File: src/rtl/sync_rom_pkg.sv
// rtl/sync_rom_pkg.sv - shared widths, types and default contents for sync_rom
package sync_rom_pkg;

    localparam int ROM_ADDR_W = 4;
    localparam int ROM_DATA_W = 4;

    typedef logic [ROM_ADDR_W-1:0] rom_addr_t;
    typedef logic [ROM_DATA_W-1:0] rom_word_t;

    // Word i holds ~i; listed from address 0 upward.
    localparam rom_word_t ROM_INIT [2**ROM_ADDR_W] = '{
        4'hF, 4'hE, 4'hD, 4'hC, 4'hB, 4'hA, 4'h9, 4'h8,
        4'h7, 4'h6, 4'h5, 4'h4, 4'h3, 4'h2, 4'h1, 4'h0
    };

endpackage

File: src/rtl/sync_rom.sv
// rtl/sync_rom.sv - registered-output constant lookup table with read enable
// Optional simulation X-check: SYNC_ROM_XCHECK_EN
module sync_rom
    import sync_rom_pkg::*;
#(
    parameter int ADDR_W = ROM_ADDR_W,
    parameter int DATA_W = ROM_DATA_W,
    parameter logic [DATA_W-1:0] INIT [2**ADDR_W] = ROM_INIT
) (
    input  logic              clk,
    input  logic              rst_n,
    input  logic              en,
    input  logic [ADDR_W-1:0] addr,
    output logic [DATA_W-1:0] data,
    output logic              data_valid
);

    // data holds across disabled cycles; only data_valid drops.
    always_ff @(posedge clk) begin
        if (!rst_n) begin
            data       <= '0;
            data_valid <= 1'b0;
        end else if (en) begin
`ifdef SYNC_ROM_XCHECK_EN
            if ($isunknown(addr)) begin
                $error("sync_rom: X/Z on addr during enabled read at time %0t", $time);
                data <= 'x;
            end else begin
                data <= INIT[addr];
            end
`else
            data <= INIT[addr];
`endif
            data_valid <= 1'b1;
        end else begin
            data_valid <= 1'b0;
        end
    end

`ifdef SYNC_ROM_XCHECK_EN
    always @(posedge clk) begin
        if (rst_n === 1'b1 && $isunknown(en))
            $error("sync_rom: X/Z on en at time %0t", $time);
    end
`endif

endmodule

File: config.mk
export PLATFORM = sky130hd
export DESIGN_NAME = sync_rom
export DESIGN_NICKNAME = d
export VERILOG_FILES = /design/src/rtl/sync_rom_pkg.sv /design/src/rtl/sync_rom.sv
export SDC_FILE = /design/constraint.sdc
export NUM_CORES = 1
export LEC_CHECK = 0
export BUFFER_PORTS_ARGS = -buffer_cell sky130_fd_sc_hd__buf_4
export CELL_PAD_IN_SITES_DETAIL_PLACEMENT = 1
export CELL_PAD_IN_SITES_GLOBAL_PLACEMENT = 1
export CORE_AREA = 3 3 40 42
export DETAILED_ROUTE_END_ITERATION = 12
export DIE_AREA = 0 0 43 45
export GPL_TIMING_DRIVEN = 0
export HOLD_SLACK_MARGIN = 0.06
export PLACE_DENSITY_LB_ADDON = 0.12
export RECOVER_POWER = 100
export SETUP_SLACK_MARGIN = 0.3
export SKIP_CTS_REPAIR_TIMING = 1
export SYNTH_ARGS = -nofsm -noshare
export SYNTH_HDL_FRONTEND = slang
export SYNTH_SLANG_ARGS = --single-unit
File: constraint.sdc
create_clock -name clk -period 0.8 [get_ports clk]
set_clock_uncertainty 0.05 [all_clocks]
set_input_delay 0.2 -clock clk [delete_from_list [all_inputs] [get_ports clk]]
set_output_delay 0.2 -clock clk [all_outputs]
set_load 0.02 [all_outputs]
======== Word level (Yosys, flattened, before mapping) ========
Memory sizes are Yosys's and may differ from the RTL's. A register that Yosys moved wholly into a read port is not among the register bits.
Index checks and enable logic that the tools add are counted.
storage, ports and cells
  flip-flop bits (word level) ............. 1
  ROM bits ................................ 64
  output and inout port bits .............. 5
  memories kept ........................... 1
cells by class
  multiplexer cells ....................... 1
  bitwise operators ....................... 1
  reduce and logical (&&, ||, !) cells .... 1
memories
  memory           depth  bits a word  read ports  clocked after memory_dff  write ports  line            source
  (no name shown)  16     4            1           1                         0            sync_rom.sv:32  data <= INIT[addr];
operator list
  operator           count
  NOT 4 -> 5 bit     1
  logical NOT 1 bit  1
  two-way mux 1 bit  1

======== Longest topological paths before layout ========
Gate-level depths: netlist of run 1.
  depth in word-level cells ............... 1
  depth in mapped cells ................... 3
  depth with buffers taken out ............ 2

======== Least setup slack after synthesis of run 1 ========
No wires, ideal clock.
  kind .................................... reg-to-reg
  start ................................... register, netlist name data[2]
  end ..................................... register data[2]
  setup time .............................. 0.116 ns
  arrival time ............................ 0.578 ns
  data required time ...................... 0.634 ns
  setup slack ............................. 0.056 ns
  stages on the path, launching flop included .. 2
  path buffers ............................ 0
  period minus slack after synthesis ...... 0.744 ns
  cell sequence ........................... dfxtp_1 o211a_1
RTL lines
  element    line            source
  to (decl)  sync_rom.sv:14  output logic [DATA_W-1:0] data,

======== Worst setup path after layout of run 1 ========
  start ................................... register data[3]
  end ..................................... output port data[3]
No word-level cell between the ends.

==> flow_summary.ini, run 1 <==
[outcome]
status = finished, violations left
violations = setup timing

[timing]
hold_viol = 0
tightest_slew_ns = 0.221
fmax_ghz = 1.05
period_needed_ns = 0.950
report.final.slew_viol_count = 0
finalSetupViolCount = 5
finalCritPeriodShare_pct = 119
rsz0062_at_grt = yes
setup_ws_ns = -0.150
relSlewSlack_pct = 85.3

[placed_design]
io_buffers = 10
place_worst_setup_slack_ns = 0.0829
place_area_um2 = 292
gp_congestion = 0.556

[power_and_ir_drop]
ir_worst_vdd_v = 0.000476
power_per_cell_area_nw_per_um2 = 2060
leakage_nw = 0.171
power_uw = 677

[detailed_routing]
vias = 159
route.detailed.drc = 0
wire_per_inst_um = 9.45
detail_route.iter0.violations = 3
finalWirelength_um = 416
antenna_left = 0
viasPerCell = 3.61
firstDrtPassIters = 2

[clock_tree]
cts_num_sinks = 5
tritoncts = yes
cts_root_buf = clkbuf_4
htree_levels = 1
cts_buffer_depth = 2
clkTransAtPathRegs_ns = 0.05
clk_latency_ns = 0.24
numCtsBuffers = 3

[die]
die_area_um2 = 1940
die_w_um = 43
boundaryPins = 12
initial_core_util_pct = 13.5
core_um2 = 1280
placement_rows = 13
die_h_um = 45

[hold_path]
hp-class = input port to flip-flop
worstHoldPathCells = 2

[cells_and_area]
nNetsFinal = 37
fin_area_um2 = 329
area_growth_syn_to_layout_pct = 89.2
final_core_util_pct = 25.6
diodes = 0
drive_gt1_share_pct = 62.1

[logic_synthesis]
synth_area_um2 = 174
yosys_warnings = 0
synth-edff-count = 0
synth.top_cells.by_area = dfxtp_1 (58%), o211a_1 (23%), nand2_1 (8.6%), buf_6 (6.5%), and2_2 (4.3%)
async_reset_ff_share_pct = 0
yosysMostFrequentCell = dfxtp_1
yosysTopAreaCell = dfxtp_1
synth_cells = 15
synth_cell_types = 5
seq_area_frac_synth_pct = 57.6
ys_ff_latch = 5
syn_avg_cell_area_um2 = 11.6
synth_top_area_share_pct = 57.6
synth_flop_cell = dfxtp_1
syn_nets = 22
synthTopCellsByCount = dfxtp_1 (5), nand2_1 (4), o211a_1 (4)

[worst_setup_path]
crit_path_cell_trace = buf_6
cp.required_ns = 0.55
cp_num_cells = 1
cp-end-kind = output pin
reg2reg_depth = 1
start_kind = flip-flop
critical-path-max-stage-delay_ns = 0.34
critical_path_buf_inv_count = 1
crit_fanout = 2
critPathTopFamily = flip-flops
critPathSlowestCell = dfxtp_1
worstSetupPathType = flip-flop to output pin
arrival_ns = 0.70

[global_routing]
grt_pass1_wl_um = 634
grt_overflow = 0
grt_pass1_vias = 157
track_usage_pct = 5.00
grt_max_degree = 10
antenna_found_initial = 0

[run]
drv_cap = 0
-- cell families (layout without fill, tap and decap cells) --
kind of cell | after synthesis | in the layout | synth area share (%)
AO/OA/AOI/OAI | 4 | 4 | 23.0
buffers and inverters | 1 | 15 | 6.47
flip-flops | 5 | 5 | 57.6
AND/OR/NAND/NOR | 5 | 5 | 12.9
-- metrics by stage --
step | setup TNS [ns] | hold slack, ns | cells
floorplan | 0 | 0.288 | 15
finish | -0.732 | 0.156 | 44
detailed placement | 0 | 0.404 | 40
CTS | -0.868 | 0.157 | 44
global placement | 0 | 0.401 | 40
global route | -0.872 | 0.151 | 44
-- final cells by class --
cell class | count | area (µm²)
buffer | 1 | 15.0
tap | 15 | 18.8
clock buffer | 4 | 26.3
multi-input combinational | 9 | 63.8
timing repair buffer | 10 | 90.1
fill | 149 | 956
sequential | 5 | 115
-- report_power, final --
group	internal, mW	switching (mW)
Clock	0.189	0.108
Sequential	0.263	0.0103
Combinational	0.0644	0.0437
Total	0.516	0.162
-- sequential cells by signal, summed over array words and instances, names as in the netlist --
signal      count
data            4
data_valid      1
-- final timing paths --
check	from	end	slack, ns
min	en	data_valid$_SDFF_PN0_	0.16
min reg2reg	data[1]$_SDFFE_PN0P_	data[1]$_SDFFE_PN0P_	0.44
max reg2reg	data[2]$_SDFFE_PN0P_	data[2]$_SDFFE_PN0P_	0.11
max	data[3]$_SDFFE_PN0P_	data[3]	-0.15
-- layer usage --
layer | track usage (%) | vias up | routed length, µm
li1 | - | 81 | -
met1 | 4.59 | 73 | 170
met2 | 7.19 | 5 | 206
met3 | 4.38 | 0 | 39
met4 | 3.61 | 0 | 0
met5 | 0 | - | 0
-- cells in the final DEF (no fill, tap or decap) --
cell      count
clkbuf_4      3
o211a_1       4
clkbuf_1      2
and2_4        1
buf_8         1
nand2_1       4
buf_6         5
buf_4         4
dfxtp_1       1
dfxtp_4       4
No activity file was read; power rests on OpenSTA's default activity.
==> inputs of run 2 (changes only) <==
--- a/config.mk
+++ b/config.mk
@@ -5,6 +5,7 @@
 export SDC_FILE = /design/constraint.sdc
 export NUM_CORES = 1
 export LEC_CHECK = 0
+export ABC_AREA = 1
 export BUFFER_PORTS_ARGS = -buffer_cell sky130_fd_sc_hd__buf_4
 export CELL_PAD_IN_SITES_DETAIL_PLACEMENT = 1
 export CELL_PAD_IN_SITES_GLOBAL_PLACEMENT = 1
==> flow_summary.ini, run 2 <==
[outcome]
status = finished, violations left
violations = setup timing

[logic_synthesis]
synth_flop_cell = dfxtp_1
yosysMostFrequentCell = nor2_1
synth-edff-count = 0
synth_cells = 24
synth_cell_types = 7
synth.top_cells.by_area = dfxtp_1 (52%), nor2_1 (14%), nand2_2 (13%), nand2_1 (7.7%), buf_6 (5.8%)
synthTopCellsByCount = nor2_1 (7), dfxtp_1 (5), nand2_1 (4), nand2_2 (4), inv_1 (2)
syn_nets = 31
yosys_warnings = 0
yosysTopAreaCell = dfxtp_1
syn_avg_cell_area_um2 = 8.08
ys_ff_latch = 5
async_reset_ff_share_pct = 0
synth_top_area_share_pct = 51.6
synth_area_um2 = 194
seq_area_frac_synth_pct = 51.6

[worst_setup_path]
crit_fanout = 2
critPathSlowestCell = dfxtp_4
worstSetupPathType = flip-flop to output pin
reg2reg_depth = 3
cp.required_ns = 0.55
critical_path_buf_inv_count = 1
r2r-start = data[1]$_SDFFE_PN0P_
cp-end-kind = output pin
arrival_ns = 0.71
critPathTopFamily = flip-flops
cp_num_cells = 1
r2r_end = data[1]$_SDFFE_PN0P_
start_kind = flip-flop
critical-path-max-stage-delay_ns = 0.34
worst-r2r-setup-slack_ns = 0.05
crit_path_cell_trace = buf_6

[detailed_routing]
finalWirelength_um = 531
viasPerCell = 3.80
route.detailed.drc = 0
antenna_left = 0
firstDrtPassIters = 2
detail_route.iter0.violations = 2
vias = 209
wire_per_inst_um = 9.65

[global_routing]
grt_pass1_wl_um = 828
track_usage_pct = 6.24
antenna_found_initial = 0
grt_max_degree = 10
grt_pass1_vias = 219
grt_overflow = 0

[cells_and_area]
largest_register = data
nFillCells = 152
diodes = 0
fin_area_um2 = 378
largest_reg_flops = 4
final_cell_mix = nor2_1 (6), buf_4 (6), nand2_2 (5), buf_6 (5)
nNetsFinal = 48
area_growth_syn_to_layout_pct = 94.8
drive_gt1_share_pct = 70.0
top_regs = data: 4 flops, data_valid: 1 flops

[die]
initial_core_util_pct = 15.1
die_h_um = 45
core_um2 = 1280
boundaryPins = 12
placement_rows = 13
die_area_um2 = 1940
die_w_um = 43

[clock_tree]
clk_latency_ns = 0.24
cts_root_buf = clkbuf_4
cts_num_sinks = 5
htree_levels = 1
tritoncts = yes
numCtsBuffers = 3
cts_buffer_depth = 2
clkTransAtPathRegs_ns = 0.05

[timing]
finalSetupViolCount = 5
fmax_ghz = 1.04
relSlewSlack_pct = 81.8
hold_viol = 0
finalCritPeriodShare_pct = 120
setup_ws_ns = -0.158
whs_ns = 0.124
tightest_slew_ns = 0.272
report.final.slew_viol_count = 0
rsz0062_at_grt = yes
period_needed_ns = 0.958

[power_and_ir_drop]
p_sw_uw = 185
leakage_nw = 0.187
ir_worst_vdd_v = 0.000404
p_int_uw = 524
comb_power_share_pct = 20.1
power_frac_seq_pct = 39.0
swShare_pct = 26.1
power_per_cell_area_nw_per_um2 = 1870
clkPwrFrac_pct = 41.0

[placed_design]
io_buffers = 10
dp_hpwl_um = 408
place_area_um2 = 313
place_worst_setup_slack_ns = 0.0819
gp_congestion = 0.584

[hold_path]
hp-start = en
hp-class = input port to flip-flop
worstHoldPathCells = 3
holdPathEnd = data_valid$_SDFF_PN0_

[run]
drv_cap = 0
run 2: changes by cell type after synthesis, sizes merged:
cell,change
and2,-1
inv,+2
nand2,+4
nor2,+7
o211a,-4
o21ai,+1
run 2: cell type report:
cell class                 instances  area [µm²]  share of cell area, %
buffer                             1        20.0                   5.30
clock buffer                       3        22.5                   5.96
clock inverter                     1        5.00                   1.32
inverter                           2        7.51                   1.99
multi-input combinational         16        85.1                   22.5
sequential                         5         114                   30.1
tap                               15        18.8                   4.97
timing repair buffer              12         105                   27.8
run 2: layer usage:
| layer | up-vias | wire length [µm] | part of all wire, % | track usage (%) |
|---|---|---|---|---|
| met5 | - | 0 | 0 | 0 |
| met4 | 0 | 0 | 0 | 3.61 |
| met3 | 0 | 54 | 10 | 4.38 |
| met2 | 7 | 306 | 58 | 12.0 |
| met1 | 100 | 169 | 32 | 4.34 |
| li1 | 102 | - | - | - |
run 2: worst reg2reg max path, cell delays in order, from the launching register on:
cell and delay [ns]:
dfxtp_2 0.32, buf_4 0.13, o21ai_2 0.11, nor2_1 0.05
run 2: cell families after synthesis:
kind of cell,count (synthesis),share of synthesized area [%]
buffers and inverters,3,9.68
flip-flops,5,51.6
AO/OA/AOI/OAI,1,4.52
AND/OR/NAND/NOR,15,34.2
run 2: worst max path at each step:
| stage | endpoint | slack [ns] | start |
|---|---|---|---|
| finish | data[0] | -0.16 | data[0]$_SDFFE_PN0P_ |
| detailed placement | data[3] | 0.08 | data[3]$_SDFFE_PN0P_ |
| CTS | data[3] | -0.19 | data[3]$_SDFFE_PN0P_ |
| global route | data[3] | -0.19 | data[3]$_SDFFE_PN0P_ |
| floorplan | data[1]$_SDFFE_PN0P_ | 0.16 | data[1]$_SDFFE_PN0P_ |
| global placement | data[3] | 0.09 | data[3]$_SDFFE_PN0P_ |
run 2: power by group through the flow:
stage	clock network, mW	logic [mW]	registers [mW]
after global routing	0.327	0.152	0.277
after detailed placement	0	0.120	0.278
after CTS	0.308	0.120	0.274
after global placement	0	0.116	0.277
after floorplan	0	0.0419	0.298
final	0.290	0.142	0.276
run 2: metrics by stage:
step | std cells | util [%] | TNS [ns] | power [mW]
after floorplan | 24 | - | 0 | 0.340
after global placement | 49 | 24.3 | 0 | 0.393
after detailed placement | 49 | 24.3 | 0 | 0.398
after CTS | 53 | 26.5 | -0.905 | 0.702
after global routing | 55 | 29.4 | -0.866 | 0.756
final | 55 | 29.4 | -0.726 | 0.708
==> inputs of run 3 (changes only) <==
--- a/config.mk
+++ b/config.mk
@@ -15,7 +15,6 @@
 export GPL_TIMING_DRIVEN = 0
 export HOLD_SLACK_MARGIN = 0.06
 export PLACE_DENSITY_LB_ADDON = 0.12
-export RECOVER_POWER = 100
 export SETUP_SLACK_MARGIN = 0.3
 export SKIP_CTS_REPAIR_TIMING = 1
 export SYNTH_ARGS = -nofsm -noshare
==> flow_summary.ini, run 3 (same netlist as run 2, synthesis figures left out) <==
[outcome]
status = finished, violations left
violations = setup timing

[timing]
setup-tns-final_ns = -0.726
rsz0062_at_grt = yes
period_needed_ns = 0.958
finalCritPeriodShare_pct = 120
whs_ns = 0.123
hold_viol = 0
finalSetupViolCount = 5
tightest_slew_ns = 0.100
fmax_ghz = 1.04
report.final.slew_viol_count = 0
setup_ws_ns = -0.158
relSlewSlack_pct = 93.3

[worst_setup_path]
reg2reg_depth = 3
worstSetupPathType = flip-flop to output pin
critPathTopFamily = flip-flops
crit_fanout = 2
critical-path-max-stage-delay_ns = 0.34
r2r-start = data[1]$_SDFFE_PN0P_
worst-r2r-setup-slack_ns = 0.05
cp-startpoint = data[0]$_SDFFE_PN0P_
r2r_end = data[1]$_SDFFE_PN0P_
endpoint = data[0]
arrival_ns = 0.71
critPathSlowestCell = dfxtp_4
crit_path_cell_trace = buf_6
critical_path_buf_inv_count = 1
cp-end-kind = output pin
start_kind = flip-flop
cp.required_ns = 0.55
cp_num_cells = 1

[cells_and_area]
diodes = 0
largest_register = data
nFillCells = 152
top_regs = data: 4 flops, data_valid: 1 flops
multi_input_area_um2 = 85.1
regArea_um2 = 114
drive_gt1_share_pct = 72.5
fin_cells = 55
layout_commonest_cell = buf_4
nNetsFinal = 48
largest_reg_flops = 4
area_growth_syn_to_layout_pct = 96.8
final_cell_mix = buf_4 (7), nor2_1 (6), nand2_2 (5), buf_6 (5)

[die]
die_w_um = 43
placement_rows = 13
core_um2 = 1280
initial_core_util_pct = 15.1
die_h_um = 45
boundaryPins = 12
die_area_um2 = 1940

[global_routing]
antenna_found_initial = 0
grt_overflow = 0
grtUsageMet3_pct = 4.38
grt_pass1_vias = 219
grt_pass1_wl_um = 828
grt.met1_usage_pct = 4.34
track_usage_pct = 6.24
use_met2_pct = 12.0
grt_max_degree = 10
top_usage_layer = met2

[detailed_routing]
viasPerCell = 3.80
finalWirelength_um = 534
firstDrtPassIters = 2
wire_per_inst_um = 9.71
route.detailed.drc = 0
detail_route.iter0.violations = 2
vias = 209
antenna_left = 0

[clock_tree]
cts_num_sinks = 5
htree_levels = 1
clkTransAtPathRegs_ns = 0.05
cts_root_buf = clkbuf_4
clk_latency_ns = 0.24
tritoncts = yes
cts_buffer_depth = 2
numCtsBuffers = 3

[placed_design]
gp_congestion = 0.584
io_buffers = 10
dp_cells = 49
dp_hpwl_um = 408
place_worst_setup_slack_ns = 0.0819

[power_and_ir_drop]
ir_worst_vdd_v = 0.000404
leakage_nw = 0.190
power_per_cell_area_nw_per_um2 = 1860

[hold_path]
worstHoldPathCells = 3
hp-class = input port to flip-flop

[run]
drv_cap = 0
run 3: changes by cell type in the layout (fill, tap and decap cells not counted), sizes merged:
cell / delta
clkbuf: -1
buf: +1
run 3: where the power goes:
group	total, mW	internal (mW)	leakage [nW]	switching [mW]
combinational	0.144	0.0802	0.129	0.0643
clock	0.290	0.181	0.0177	0.109
sequential	0.276	0.265	0.0439	0.0113
run 3: area by class of cell:
cell class	instances	share of cell area, %
Buffer	1	5.25
Clock buffer	3	5.90
Clock inverter	1	1.31
Inverter	2	1.97
Multi-Input combinational cell	16	22.3
Sequential cell	5	29.8
Tap cell	15	4.92
Timing Repair Buffer	12	28.5
run 3: routing by layer:
metal | share of wire, % | wire length, µm
met1 | 32 | 172
met5 | 0 | 0
met2 | 57 | 306
met3 | 10 | 54
met4 | 0 | 0
run 3: worst min-delay path, cell delays in order:
cell and delay (ns):
buf_12 0.11, nand2_2 0.04, inv_1 0.04
run 3: metrics by stage:
| step | area, µm² | utilization, % | power, mW |
|---|---|---|---|
| 5_1_grt | 382 | 29.7 | 0.759 |
| 3_5_place_dp | 313 | 24.3 | 0.398 |
| 3_3_place_gp | 313 | 24.3 | 0.393 |
| 6_report | 382 | 29.7 | 0.711 |
| 2_1_floorplan | 219 | - | 0.340 |
| 4_1_cts | 340 | 26.5 | 0.702 |
run 3: worst min path at each step:
stage	from	to	slack (ns)
after global routing	en	data_valid$_SDFF_PN0_	0.12
after CTS	en	data_valid$_SDFF_PN0_	0.11
final	en	data_valid$_SDFF_PN0_	0.12
after floorplan	rst_n	data_valid$_SDFF_PN0_	0.24
after global placement	en	data_valid$_SDFF_PN0_	0.36
after detailed placement	en	data_valid$_SDFF_PN0_	0.37
